===== src/rtl/inst_buffer.sv =====
// Instruction buffer between fetch and decode.
// A circular FIFO of {inst, pc} entries. Fetch can push up to IB_WAYS
// instructions per cycle. Decode sees the IB_WAYS oldest entries and
// retires up to IB_WAYS of them from the head each cycle. A flush
// (mispredict) or reset empties the buffer on the next edge.
module inst_buffer #(
  parameter int IB_DEPTH = 8,
  parameter int IB_WAYS  = 3
) (
  input  logic                          clock,
  input  logic                          reset,
  input  logic                          flush,
  input  logic [IB_WAYS-1:0]            if_valid,
  input  logic [IB_WAYS-1:0][31:0]      if_inst,
  input  logic [IB_WAYS-1:0][31:0]      if_pc,
  output logic                          ib_stall,
  output logic [IB_WAYS-1:0]            ib_valid,
  output logic [IB_WAYS-1:0][31:0]      ib_inst,
  output logic [IB_WAYS-1:0][31:0]      ib_pc,
  input  logic [1:0]                    id_accept,
  output logic [$clog2(IB_DEPTH):0]     ib_count
);

  localparam int PTR_W = $clog2(IB_DEPTH);
  localparam int CNT_W = PTR_W + 1;
  localparam logic [31:0] NOP_INST = 32'h0000_0013;

  // Entry storage; deliberately not reset, pointers and count define validity
  logic [31:0] r_instMem [IB_DEPTH];
  logic [31:0] r_pcMem   [IB_DEPTH];

  logic [PTR_W-1:0] r_head;
  logic [PTR_W-1:0] r_tail;
  logic [CNT_W-1:0] r_count;

  logic [CNT_W-1:0] w_freeCount;
  logic             w_enqEn;
  logic [CNT_W-1:0] w_enqCount;
  logic [IB_WAYS-1:0] w_slotWrite;
  logic [PTR_W-1:0] w_writeIdx [IB_WAYS];
  logic [CNT_W-1:0] w_availCount;
  logic [CNT_W-1:0] w_acceptReq;
  logic [CNT_W-1:0] w_deqCount;
  logic [PTR_W-1:0] w_readIdx [IB_WAYS];

  // Back-pressure depends only on the registered count, never on id_accept,
  // so fetch sees a stall that cannot be relieved by this cycle's dispatch.
  assign w_freeCount = CNT_W'(IB_DEPTH) - r_count;
  assign ib_stall    = (w_freeCount < CNT_W'(IB_WAYS));
  assign w_enqEn     = !ib_stall && !flush;
  assign ib_count    = r_count;

  // Enqueue: each valid fetch slot lands at tail plus the number of valid
  // slots before it, which keeps slot order even if a pattern had a gap.
  always_comb begin
    w_enqCount  = '0;
    w_slotWrite = '0;
    for (int i = 0; i < IB_WAYS; i++) begin
      w_writeIdx[i] = r_tail + PTR_W'(w_enqCount);
      if (w_enqEn && if_valid[i]) begin
        w_slotWrite[i] = 1'b1;
        w_enqCount     = w_enqCount + CNT_W'(1);
      end
    end
  end

  // Dequeue: decode may request more than is presented; clamp to the number
  // of valid output slots.
  always_comb begin
    w_availCount = (r_count > CNT_W'(IB_WAYS)) ? CNT_W'(IB_WAYS) : r_count;
    w_acceptReq  = CNT_W'(id_accept);
    w_deqCount   = (w_acceptReq < w_availCount) ? w_acceptReq : w_availCount;
  end

  // Output slots read straight from storage at head+i; empty slots show a NOP
  // at PC 0 so decode never sees stale entries.
  always_comb begin
    ib_valid = '0;
    ib_inst  = '0;
    ib_pc    = '0;
    for (int i = 0; i < IB_WAYS; i++) begin
      w_readIdx[i] = r_head + PTR_W'(i);
      ib_valid[i]  = (r_count > CNT_W'(i));
      if (ib_valid[i]) begin
        ib_inst[i] = r_instMem[w_readIdx[i]];
        ib_pc[i]   = r_pcMem[w_readIdx[i]];
      end else begin
        ib_inst[i] = NOP_INST;
        ib_pc[i]   = 32'h0;
      end
    end
  end

  // Write the accepted fetch slots into storage.
  always_ff @(posedge clock) begin
    for (int i = 0; i < IB_WAYS; i++) begin
      if (w_slotWrite[i]) begin
        r_instMem[w_writeIdx[i]] <= if_inst[i];
        r_pcMem[w_writeIdx[i]]   <= if_pc[i];
      end
    end
  end

  // Pointer and occupancy update; reset beats flush, flush beats traffic.
  always_ff @(posedge clock) begin
    if (reset) begin
      r_head  <= '0;
      r_tail  <= '0;
      r_count <= '0;
    end else if (flush) begin
      r_head  <= '0;
      r_tail  <= '0;
      r_count <= '0;
    end else begin
      r_head  <= r_head + PTR_W'(w_deqCount);
      r_tail  <= r_tail + PTR_W'(w_enqCount);
      r_count <= r_count + w_enqCount - w_deqCount;
    end
  end

endmodule


===== config.mk =====
export PLATFORM = sky130hd
export DESIGN_NAME = inst_buffer
export DESIGN_NICKNAME = d
export VERILOG_FILES = /design/src/rtl/inst_buffer.sv
export SDC_FILE = /design/constraint.sdc
export NUM_CORES = 2
export LEC_CHECK = 0
export CAP_MARGIN = 5
export CORE_MARGIN = 4
export CORE_UTILIZATION = 60
export CTS_BUF_LIST = sky130_fd_sc_hd__clkbuf_8
export DETAILED_ROUTE_END_ITERATION = 12
export PLACE_DENSITY = 0.9
export SYNTH_ARGS = -nofsm -noshare
export SYNTH_HDL_FRONTEND = slang
export SYNTH_SLANG_ARGS = --single-unit

===== constraint.sdc =====
create_clock -name clock -period 7.3 [get_ports clock]
set_input_delay 1.825 -clock clock [delete_from_list [all_inputs] [get_ports clock]]
set_output_delay 1.825 -clock clock [all_outputs]
set_load 0.1 [all_outputs]

==> impl_metrics.tcl <==
set metrics [dict create \
    crit_arrival_ps 4750 \
    synthArstFlopShare 0 \
    grt_pass1_vias 32500 \
    ys_ff_latch 522 \
    rows 93 \
    ys.flop_type "edfxtp_1" \
    wl_per_cell_um 32.1 \
    p_leak_nw 15.7 \
    cts_hold_buf 0 \
    crit_chain "buf_12 -> buf_4 -> mux4_2 -> nand2_1 -> a21oi_1 -> clkdlybuf4s50_1" \
    setup_viol 0 \
    finalWorstSetupSlack_ps 724 \
    initial_core_util 0.610 \
    overflow 0 \
    cts-root-buf "clkbuf_8" \
    yosys.area.top_type_share 0.388 \
    final_max_slew_viol_count 0 \
    cts_setup_buffers 0 \
    status "finished clean" \
    setup_tns_ps 0 \
    final_cells 4258 \
    remaining_drc_errors 0 \
    drt_pass1_iterations 8 \
    gp_congestion 0.889 \
    clockBufferDepth 3 \
    portBuffers 399 \
    drive_gt1_frac 0.323 \
    clockPowerShare 0.130 \
    ys_seq_area_frac 0.393 \
    clk_pin_slew_worst_paths_ps 60 \
    die_area_um2 70200 \
    die_w_um 265 \
    h-tree-depth 3 \
    cp_slowest_stage_delay_ps 1210 \
    synth_common_cells "edfxtp_1, mux2_2, nand2_1, mux2i_1, mux4_2" \
    fin_skew_ps 50.9 \
    placed_cells 4072 \
    path_class "reg -> out" \
    synth.net_count 3246 \
    powerDensity_nw_per_um2 417 \
    slowest_stage "clkdlybuf4s50_1" \
    min_period_over_period 0.901 \
    crit_fanout 134 \
    cts_resized 0 \
    io_pins 400 \
    pwr-share-comb 0.660 \
    syn2layout_area_growth_pct 16.2 \
    cts_tree "done" \
    worst_ep_required_time_ps 5480 \
    rsz0062_at_grt "false" \
    numCtsBuffers 87 \
    layout.nets 3524 \
    yosys.area.top_type "edfxtp_1" \
    fp.coreArea_um2 64900 \
    synthCells 3028 \
    drt_first_iter_violations 5163 \
    place_ws_ps 945 \
    grt_pass1_wl_mm 201 \
    routed_wl_mm 137 \
    cts.sinks 522 \
    synth_edf_count 512 \
    syn_area_per_cell_um2 13.1 \
    peakVddDrop_uv 472 \
    ant_nets 0 \
    syn_area_um2 39600 \
    dp_hpwl_mm 79.7 \
    dieHeight_um 265 \
    utilization 0.708 \
    period_minus_slack_ps 6580 \
    worst_setup_path_end_kind "primary output" \
    synth_area_leaders "edfxtp_1, mux4_2, mux2_2, mux2i_1, nand2_1" \
    startpoint_type "flip-flop" \
    grt_usage 0.378 \
    max_freq_mhz 152 \
    synth_cell_types 51 \
    antenna_found_initial 40 \
    ys_warn_count 0 \
    worst_pin_slew_ps 1380 \
    grt_max_degree 135 \
    p_int_mw 8.89 \
    max_slew_margin 0.0815 \
    vias 31800 \
    max_cap_viol_count 0 \
    switchingPower_mw 10.3 \
    hold_ws_ps 804 \
    seqPwrFrac 0.210 \
    hold_class "reg -> reg" \
    hold_viol 0 \
    vias_per_cell 7.46 \
    netSwitchingFraction 0.537 \
    synth.most_common_cell "edfxtp_1" \
    clk_latency_ps 720 \
]
-- layer usage --
layer / share of wire / track usage
met2: 0.47 / 0.587
met5: 0.00098 / 0
met3: 0.15 / 0.106
met1: 0.32 / 0.459
met4: 0.070 / 0.265
-- area by class of cell --
cell class                      instances  area (um2)
Tap cell                              855        1070
Multi-Input combinational cell       2221       22900
Antenna cell                           29        72.6
Inverter                               10        37.5
Clock inverter                         66         337
Timing Repair Buffer                  464        4730
Clock buffer                           91        1250
Sequential cell                       522       15600
Fill cell                            4083       18900
-- worst max-delay path, delay by kind of cell, from the launching register on --
kind | cells | cell delay (ps)
AOI/OAI and AO/OA | 1 | 340
buffers and inverters | 3 | 2780
and+or+nand+nor | 1 | 60
muxes | 1 | 380
DFF | 1 | 390
-- final timing paths --
path,start,to,slack (ps),cells after the start
setup / recovery,r_head[0],ib_inst[40],720,6
hold / removal,ib_count[3],ib_count[3],800,3
setup reg to reg,ib_count[3],r_pcMem[7][12],2280,13
hold reg to reg,ib_count[3],ib_count[3],800,3
-- registers in the layout (all words and copies together), names as in the netlist --
register,cells
r_tail,3
r_head,3
ib_count,4
r_pcMem,256
r_instMem,256
-- power groups by stage --
stage	sequential [mW]	clock, mW	combinational [mW]
after floorplan	3.98	0	9.39
after global placement	4.03	0	12.3
after detailed placement	4.07	0	12.5
after CTS	4.01	2.47	12.5
after global routing	4.05	2.61	13.0
final	4.04	2.49	12.7
-- cells in the final DEF (no fill, tap or decap), types with 62 or more instances in the layout --
cell	instances
mux2i_1	384
mux4_2	374
nand2_1	397
edfxtp_1	512
o21ai_0	226
a21oi_1	62
clkdlybuf4s50_1	399
mux2_2	463
clkbuf_8	91
nor2_1	133
-- cell families after synthesis --
| family | share of synthesized area |
|---|---|
| AND/OR/NAND/NOR | 0.0590 |
| AO/OA/AOI/OAI | 0.0447 |
| adder cells (fa/ha/maj) | 0.00664 |
| multiplexers | 0.460 |
| buffers and inverters | 0.0333 |
| other | 0.0000947 |
| flip-flops | 0.393 |
| XOR/XNOR | 0.00265 |
-- stage by stage --
stage | instance area [um2] | power [mW]
floorplan | 39600 | 13.4
detailed placement | 44300 | 16.6
CTS | 45900 | 19.0
finish | 46000 | 19.2
global placement | 44300 | 16.3
global route | 46000 | 19.7
Note: power is estimated with default switching activity, not from simulation.
